File: src/rtl/error_injection_sequencer.sv
// Error-injection bus master: steps err_ctrl through a run of consecutive codes,
// holding each for a dwell and separating codes with an optional quiet gap.
module error_injection_sequencer #(
  parameter int CTRL_W  = 16,
  parameter int DWELL_W = 16,
  parameter int GAP_W   = 8
) (
  input  logic               clk,
  input  logic               rst,
  input  logic               cmd_valid,
  output logic               cmd_ready,
  input  logic [CTRL_W-1:0]  cmd_first,
  input  logic [CTRL_W-1:0]  cmd_count,
  input  logic [DWELL_W-1:0] cmd_dwell,
  input  logic [GAP_W-1:0]   cmd_gap,
  input  logic               abort,
  output logic               err_en,
  output logic [CTRL_W-1:0]  err_ctrl,
  output logic               busy,
  output logic               done,
  output logic               done_aborted,
  output logic [CTRL_W-1:0]  inj_count
);

  typedef enum logic [1:0] {S_IDLE, S_INJECT, S_GAP} state_t;

  state_t             r_state;
  logic [CTRL_W-1:0]  r_code;
  logic [CTRL_W-1:0]  r_left;
  logic [DWELL_W-1:0] r_dwell_cfg;
  logic [DWELL_W-1:0] r_dwell_left;
  logic [GAP_W-1:0]   r_gap_cfg;
  logic [GAP_W-1:0]   r_gap_left;

  logic               w_active;
  logic               w_inject_end;
  logic               w_gap_end;
  logic               w_abort_end;
  logic               w_normal_end;
  logic               w_to_gap;
  logic               w_advance;
  logic [CTRL_W-1:0]  w_next_code;
  logic [CTRL_W-1:0]  w_inj_inc;
  logic [DWELL_W-1:0] w_dwell_m1;

  assign cmd_ready = (r_state == S_IDLE) && !rst;

  // Counters hold "cycles left after this one", so a dwell of 0 behaves like 1.
  assign w_dwell_m1   = (cmd_dwell == '0) ? '0 : cmd_dwell - DWELL_W'(1);
  assign w_next_code  = r_code + CTRL_W'(1);
  assign w_inj_inc    = (&inj_count) ? inj_count : inj_count + CTRL_W'(1);

  assign w_active     = (r_state != S_IDLE);
  assign w_inject_end = (r_state == S_INJECT) && (r_dwell_left == '0);
  assign w_gap_end    = (r_state == S_GAP) && (r_gap_left == '0);
  assign w_abort_end  = w_active && abort;
  assign w_normal_end = !abort && w_inject_end && (r_left == '0);
  assign w_to_gap     = !abort && w_inject_end && (r_left != '0) && (r_gap_cfg != '0);
  assign w_advance    = !abort && ((w_inject_end && (r_left != '0) && (r_gap_cfg == '0)) || w_gap_end);

  always_ff @(posedge clk or posedge rst) begin
    if (rst) begin
      r_state      <= S_IDLE;
      r_code       <= '0;
      r_left       <= '0;
      r_dwell_cfg  <= '0;
      r_dwell_left <= '0;
      r_gap_cfg    <= '0;
      r_gap_left   <= '0;
      err_en       <= 1'b0;
      err_ctrl     <= '0;
      busy         <= 1'b0;
      done         <= 1'b0;
      done_aborted <= 1'b0;
      inj_count    <= '0;
    end else begin
      done <= 1'b0;
      if (w_abort_end || w_normal_end) begin
        r_state      <= S_IDLE;
        err_en       <= 1'b0;
        err_ctrl     <= '0;
        busy         <= 1'b0;
        done         <= 1'b1;
        done_aborted <= w_abort_end;
      end else if (w_to_gap) begin
        r_state    <= S_GAP;
        err_en     <= 1'b0;
        err_ctrl   <= '0;
        r_gap_left <= r_gap_cfg - GAP_W'(1);
      end else if (w_advance) begin
        r_state      <= S_INJECT;
        err_en       <= 1'b1;
        err_ctrl     <= w_next_code;
        r_code       <= w_next_code;
        r_left       <= r_left - CTRL_W'(1);
        r_dwell_left <= r_dwell_cfg;
        inj_count    <= w_inj_inc;
      end else if (r_state == S_INJECT) begin
        r_dwell_left <= r_dwell_left - DWELL_W'(1);
      end else if (r_state == S_GAP) begin
        r_gap_left <= r_gap_left - GAP_W'(1);
      end else if (cmd_valid) begin
        // Idle accept; abort is deliberately not looked at here.
        r_code       <= cmd_first;
        r_dwell_cfg  <= w_dwell_m1;
        r_dwell_left <= w_dwell_m1;
        r_gap_cfg    <= cmd_gap;
        done_aborted <= 1'b0;
        if (cmd_count == '0) begin
          inj_count <= '0;
          done      <= 1'b1;
        end else begin
          r_state   <= S_INJECT;
          r_left    <= cmd_count - CTRL_W'(1);
          err_en    <= 1'b1;
          err_ctrl  <= cmd_first;
          busy      <= 1'b1;
          inj_count <= CTRL_W'(1);
        end
      end
    end
  end

endmodule

File: config.mk
export PLATFORM = sky130hd
export DESIGN_NAME = error_injection_sequencer
export DESIGN_NICKNAME = d
export VERILOG_FILES = /design/src/rtl/error_injection_sequencer.sv
export SDC_FILE = /design/constraint.sdc
export NUM_CORES = 1
export LEC_CHECK = 0
export ABC_AREA = 1
export BUFFER_PORTS_ARGS = -buffer_cell sky130_fd_sc_hd__buf_2
export CAP_MARGIN = 10
export CORE_UTILIZATION = 56
export DETAILED_ROUTE_END_ITERATION = 12
export GPL_ROUTABILITY_DRIVEN = 0
export PLACE_DENSITY = 0.83
export SLEW_MARGIN = 20
export SYNTH_ARGS = -nofsm -noshare
export SYNTH_HDL_FRONTEND = slang
export SYNTH_SLANG_ARGS = --single-unit
File: constraint.sdc
create_clock -name clk -period 11.9 [get_ports clk]
set_input_delay 2.38 -clock clk [delete_from_list [all_inputs] [get_ports clk]]
set_output_delay 2.38 -clock clk [all_outputs]
set_load 0.01 [all_outputs]
# Word-level counts from Yosys, hierarchy flattened
# Index checks and enable logic that the tools add are counted.
# W data, S select, Z words.
totals:
  regBits: 118
  latchBits: 0
  ramBits: 0
  rom_bits: 0
  in_bits: 60
  output_inout_bits: 37
  elab_cells: 144
  mem_count: 0
classes:
  addsub: 8
  n_mul: 0
  div_mod_pow: 0
  order_cmp: 0
  eq_ne: 17
  shift: 0
  n_mux: 61
  bitwise_logic: 5
  n_reduce_logical: 40
op_table:
  columns: ["op", "n"]
  rows:
  - ["$mux W16", 26]
  - ["$logic_not A16 Y1", 4]
  - ["$sub A16 B1 Y16 const B", 4]
  - ["$add A16 B1 Y16 const B", 2]
  - ["$mux W8", 4]
  - ["$mux W1", 24]
  - ["$reduce_and A6 Y1", 4]
  - ["$logic_not A8 Y1", 2]
  - ["$reduce_and A16 Y1", 1]
  - ["$reduce_bool A16 Y1", 1]
  - ["$sub A8 B1 Y8 const B", 2]
  - ["$mux W2", 7]
  - ["$ne A2 B2 Y1 const B", 7]
  - ["$reduce_and A4 Y1", 3]
  - ["$logic_and A1 B1 Y1", 11]
  - ["$reduce_and A5 Y1", 2]
  - ["$ne A2 B1 Y1 const B", 4]
  - ["$ne A4 B3 Y1 const B", 2]
  - ["$reduce_bool A2 Y1", 4]
  - ["$reduce_bool A8 Y1", 1]
  - ["$not A1 Y1", 5]
  - ["$ne A4 B4 Y1 const B", 1]
  - ["$reduce_bool A4 Y1", 1]
  - ["$ne A3 B3 Y1 const B", 1]
  - ["other kinds (6)", 8]

# Logic depth before layout (Yosys ltp)
# Gate-level depths: netlist of the first run.
depth:
  depth_word: 9
  depth_mapped: 21
  ltp_nobuf: 20

# Worst setup path after synthesis of the first run
# Ideal clock, no wire load.
synth_path:
  path_kind: "in2out"
  start: "input port rst"
  end: "output port cmd_ready"
  t_arrival_ps: 2549
  required_ps: 9520
  path_slack_ps: 6971
  cell_stages: 1
  n_path_buf: 0
  path_cell_list: "nor2_1"
synth_via:
  elab_chain_len: 2
synth_rtl:
  columns: ["element", "line_no", "source"]
  rows:
  - ["start, declared", "9", "input logic rst,"]
  - ["$logic_not A1 Y1 (no line)", null, null]
  - ["$logic_and A1 B1 Y1", "46", "assign cmd_ready = (r_state == S_IDLE) && !rst;"]
  - ["end, declared", "11", "output logic cmd_ready,"]
# No other way between the ends.

# Final worst setup path of the first run
layout_path:
  start: "input port abort"
  end: "register r_dwell_cfg[6]"
layout_via:
  elab_chain_len: 6
  word_cells_on_any_way: 12
  cone_classes: "bitwise (3); reduce/logical (9)"
layout_rtl:
  columns: ["element", "line_no", "source"]
  rows:
  - ["start, declared", "16", "input logic abort,"]
  - ["$logic_not A1 Y1", "57, 58, 59", null]
  - ["$logic_and A1 B1 Y1", "57, 58", null]
  - ["$logic_and A1 B1 Y1, on equally long branches", "57, 58", null]
  - ["$logic_or A1 B1 Y1 / $logic_and A1 B1 Y1 (equally long branches)", "78, 58", null]
  - ["$not A1 Y1 (no line)", null, null]
  - ["$reduce_and A6 Y1 (no line) *", null, null]
  - ["end signal, assigned", "105", "r_dwell_cfg <= w_dwell_m1;"]
  - ["end, declared", "30", "logic [DWELL_W-1:0] r_dwell_cfg;"]
# Every way passes the cells marked *; elsewhere a longest branch is shown, timed or not.
# A chain may end at the register's enable or synchronous reset.

==> results.yml, run 1 <==
outcome:
  status: "complete, no violations"
critical_path:
  rr_startpoint: "r_state[1]"
  crit_path_end_kind: "register"
  cp_max_fo: 42
  worstPathCellList: "buf_2 -> inv_1 -> nand3_1 -> nor2_4 -> nand3_2 -> o21bai_4 -> inv_2 -> and3_1 -> inv_2 -> nand2_1 -> o21ai_0"
  max_stage_delay_ns: 0.90
  path_common_cell: "inv_2"
  worstSetupPathType: "primary input to register"
  crit_slowest_cell: "o21bai_4"
  cp.arrival_ns: 5.76
  cp-startpoint: "abort"
  required_ns: 12.23
  startpoint_type: "primary input"
min_path:
  min_path_type: "register to register"
  hp-start: "err_ctrl[9]"
timing:
  grt_setup_unrepaired: "false"
  worst_pin_slew_ns: 1.14
  hold_viol: 0
  max_freq_ghz: 0.184
  setup_viol: 0
  final.min_clock_period_ns: 5.43
  slew_violations: 0
  max_slew_margin_pct: 24.1
  worst_clock_skew_ns: 0.00773
  timing.hold.ws_ns: 0.468
  tns_ns: 0
  fin_crit_sh_pct: 45.6
global_routing:
  grt_pass1_vias: 6922
  track_usage_pct: 28.7
  antenna_found_initial: 0
  grt_start_max_net_pins: 86
  grt_pass1_wl_um: 32200
  grt.overflow.total: 0
detailed_routing:
  vias: 7361
  routedWlPerCell_um: 14.5
  dr.pass1.iters: 5
  drt_iter0_drc: 784
  ant_nets: 0
  drt_wl_total_um: 19100
  routed_via_density: 5.57
  drc: 0
cts:
  clkTransAtPathRegs_ns: 0.06
  cts_tree: "done"
  cts_sinks: 117
  clock_path_buffers: 2
  post_cts_buffers: 0
  clockRootBuffer: "clkbuf_16"
  insertion_delay_ns: 0.42
  holdBufCountCts: 0
  cts_resized: 0
  cts_buffers: 17
  ctsHtreeMaxLevel: 4
logic_synthesis:
  synth_fp_nets: 1119
  netlist.area_leader.share_pct: 38.9
  async_flop_share_pct: 100
  synth-seq-cells: 117
  syn_area_mm2: 0.00752
  synth.area.top_cells: "dfrtp_1 39%, nand2_1 15%, o21ai_0 6.3%"
  synth_common_cells: "308 x nand2_1, 117 x dfrtp_1, 103 x inv_1"
  synth-edff-count: 0
  synth-seq-area-share_pct: 38.9
  avgSynthCellArea_um2: 7.17
  yosysWarnings: 0
  synth_ff_type: "dfrtp_1"
  yosysMostFrequentCell: "nand2_1"
  yosysUniqueCellTypes: 55
  syn_inst: 1049
  synth_top_area_cell: "dfrtp_1"
power:
  p_leak_nw: 4.29
  p_per_area_mw_per_mm2: 206
  power_mw: 1.78
  ir_worst_vdd_mv: 0.147
layout:
  fin_util_pct: 67.2
  finalInstanceArea_mm2: 0.00866
  final_layout_size_suffix_gt1_share_pct: 17.3
  antenna_cells: 0
  final_nets: 1206
  syn2layout_area_growth_pct: 15.1
placement:
  io_buffer_count: 96
  place_hpwl_um: 13400
  place_area_mm2: 0.00805
die:
  initial_utilization_pct: 58.4
  die_area_mm2: 0.0139
  io_pins: 97
  chipHeight_um: 118
  die_w_um: 118
  rows: 41
  floorplan.core_area_mm2: 0.0129
run:
  maxCapViolations: 0
[layout by cell type (no fill, tap or decap), drive strengths merged, types with 16 or more instances in the layout]
master / instances
clkbuf: 19
nor2: 119
nor3: 16
a21oi: 19
nand3: 77
xor2: 25
o21ai: 111
inv: 120
dfrtp: 117
buf: 97
nand4: 17
nand2: 326
[power by group]
group	total (mW)	switching, mW	internal (mW)
Combinational	0.588	0.384	0.203
Sequential	0.675	0.123	0.552
Clock	0.520	0.187	0.333
Total	1.78	0.694	1.09
[stage by stage]
step                      std cells  setup WS [ns]
after floorplan                1049           6.42
after global placement         1289           6.20
final                          1321           6.47
after detailed placement       1289           6.04
after CTS                      1321           6.47
after global routing           1321           6.21
[cell families (layout without fill, tap and decap cells)]
group / Yosys count / in the layout / synth area share [%]
AND/OR/NAND/NOR: 566 / 566 / 33.5
adder cells (fa/ha/maj): 10 / 10 / 1.66
AO/OA/AOI/OAI: 171 / 171 / 13.4
buffers and inverters: 151 / 251 / 8.46
multiplexers: 2 / 2 / 0.266
flip-flops: 117 / 117 / 38.9
XOR/XNOR: 32 / 32 / 3.73
[registers in the layout (all words and copies together), names as in the netlist, 2 cells and up]
signal and cells:
r_dwell_left 16, r_gap_cfg 8, r_code 16, err_ctrl 16
r_left 16, r_gap_left 8, inj_count 16, r_dwell_cfg 16
r_state 2
[per-layer routing]
layer	global-route usage [%]	up-vias	wire length, µm
met4	12.0	0	523
met5	0	-	0
met2	47.2	322	9140
met3	5.23	48	1210
li1	-	3577	-
met1	37.0	3414	8240
[critical path, delay by kind of cell]
family / cells / cell delay, ns
simple gates: 5 / 1.12
buf+inv: 4 / 1.22
compound gates: 2 / 0.99
[worst paths after layout]
check	to	depth (start not counted)	slack (ns)
max	r_dwell_cfg[6]	11	6.47
min	err_ctrl[9]	2	0.47
max reg2reg	r_dwell_cfg[6]	11	7.56
min reg2reg	err_ctrl[9]	2	0.47
max in group asynchronous	r_dwell_left[8]	3	8.83
min in group asynchronous	err_ctrl[4]	2	1.98
[final cells by class]
type | instances | area, µm²
flip-flops and latches | 117 | 2930
clock inverters | 13 | 158
fillers | 1057 | 4220
inverters | 122 | 463
multi-input cells | 781 | 3960
well taps | 172 | 215
clock buffers | 19 | 443
repair buffers | 97 | 492
No activity file was read; power rests on OpenSTA's default activity.
==> run 2, diff against run 1 <==
==> constraint.sdc (replaced) <==
create_clock -name clk -period 5.6 [get_ports clk]
set_input_delay 1.12 -clock clk [delete_from_list [all_inputs] [get_ports clk]]
set_output_delay 1.12 -clock clk [all_outputs]
set_load 0.01 [all_outputs]
==> results.yml, run 2 (synthesized netlist as in run 1, its figures left out) <==
outcome:
  status: "complete, no violations"
timing:
  setup_viol: 0
  max_slew_margin_pct: 48.3
  worst_clock_skew_ns: 0.00816
  grt_setup_unrepaired: "false"
  final.min_clock_period_ns: 3.81
  slew_violations: 0
  fin_crit_sh_pct: 68.1
  max_freq_ghz: 0.262
  hold_viol: 0
  worst_pin_slew_ns: 0.775
  tns_ns: 0
critical_path:
  crit_path_end_kind: "register"
  critPathBufInv: 3
  worstSetupPathType: "register to register"
  crit_slowest_cell: "ha_1"
  startpoint_type: "register"
  required_ns: 5.86
  path_depth: 12
  rr_worst_depth: 12
  cp.arrival_ns: 4.07
  max_stage_delay_ns: 0.54
  crit_family: "simple AND/OR/NAND/NOR gates"
  cp_max_fo: 27
  path_common_cell: "nor2_4"
  worstPathCellList: "inv_1 -> ha_1 -> nand3_1 -> nor2_4 -> nand3_2 -> o21bai_4 -> buf_4 -> nor2_1 -> nor2_4 -> inv_2 -> nand2_1 -> o21ai_0"
power:
  pwr-share-clk_pct: 29.2
  internal-power_mw: 2.35
  pwr-share-comb_pct: 33.1
  power_frac_seq_pct: 37.7
  p_per_area_mw_per_mm2: 439
  switching_share_pct: 38.3
  p_leak_nw: 4.31
  p_switching_mw: 1.46
  ir_worst_vdd_mv: 0.247
layout:
  finalInstanceArea_mm2: 0.00868
  final_nets: 1208
  final_common_cell: "nand2_1"
  fin_util_pct: 67.4
  fin_cells: 1322
  layout_common_cells: "308 x nand2_1, 117 x dfrtp_1, 102 x inv_1, 98 x nor2_1, 96 x buf_2"
  syn2layout_area_growth_pct: 15.4
  final_layout_size_suffix_gt1_share_pct: 17.4
  antenna_cells: 0
global_routing:
  use_met1_pct: 37.2
  grt_pass1_wl_um: 31700
  track_usage_pct: 28.4
  grt.busiest_layer: "met2"
  grt.overflow.total: 0
  use_met2_pct: 46.5
  grt_pass1_vias: 6718
  use_met3_pct: 4.51
  antenna_found_initial: 0
  grt_start_max_net_pins: 89
die:
  chipHeight_um: 118
  die_w_um: 118
  rows: 41
  initial_utilization_pct: 58.4
  die_area_mm2: 0.0139
  io_pins: 97
  floorplan.core_area_mm2: 0.0129
run:
  maxCapViolations: 0
cts:
  ctsHtreeMaxLevel: 4
  insertion_delay_ns: 0.41
  cts_resized: 0
  cts_buffers: 17
  clkTransAtPathRegs_ns: 0.05
  clock_path_buffers: 2
  clockRootBuffer: "clkbuf_16"
  holdBufCountCts: 0
  cts_tree: "done"
  post_cts_buffers: 0
  cts_sinks: 117
placement:
  place_area_mm2: 0.00807
  place_hpwl_um: 13400
  place_inst: 1291
  io_buffer_count: 96
detailed_routing:
  drt_wl_total_um: 19200
  routed_via_density: 5.57
  drc: 0
  vias: 7357
  dr.pass1.iters: 6
  ant_nets: 0
  drt_iter0_drc: 676
  routedWlPerCell_um: 14.5
min_path:
  whs_path_depth: 2
  min_path_type: "register to register"
## run 2: layer usage
layer	routed length (µm)	share of wire (%)	vias up
met5	0	0	-
met1	8390	44	3415
met3	1180	6.2	40
li1	-	-	3585
met4	480	2.5	0
met2	9120	48	317
## run 2: per-stage QoR
stage                     worst slack [ns]  power (mW)  hold WS [ns]
after floorplan                       1.38        2.31         0.437
after global placement                1.68        2.61         0.449
after detailed placement              1.61        2.65         0.453
after CTS                             1.82        3.79         0.467
after global routing                  1.56        4.05         0.488
final                                 1.79        3.81         0.468
## run 2: area by class of cell
type | count | area (µm²)
clock buffer | 22 | 484
clock inverter | 9 | 125
fill | 1083 | 4200
inverter | 122 | 465
multi-input combinational | 781 | 3960
sequential | 117 | 2930
tap | 172 | 215
timing repair buffer | 99 | 503
## run 2: power groups by stage
stage | registers (mW) | logic (mW) | clock network (mW)
2_1_floorplan | 1.41 | 0.909 | 0
3_3_place_gp | 1.42 | 1.19 | 0
3_5_place_dp | 1.43 | 1.22 | 0
5_1_grt | 1.47 | 1.43 | 1.15
6_report | 1.44 | 1.26 | 1.11
4_1_cts | 1.42 | 1.25 | 1.12
## run 2: worst min-delay path: stages (launching register included)
cell     delay [ns]
dfrtp_1        0.34
nand2_1        0.05
nand2_1        0.05
## run 2: worst paths after layout
path	start	end	slack (ns)
setup / recovery	r_state[1]	r_left[1]	1.79
hold / removal	r_dwell_cfg[2]	r_dwell_cfg[2]	0.47
setup reg to reg	r_state[1]	r_left[1]	1.79
hold reg to reg	r_dwell_cfg[2]	r_dwell_cfg[2]	0.47
max in group asynchronous	rst	r_state[0]	3.82
min in group asynchronous	rst	err_ctrl[4]	0.88
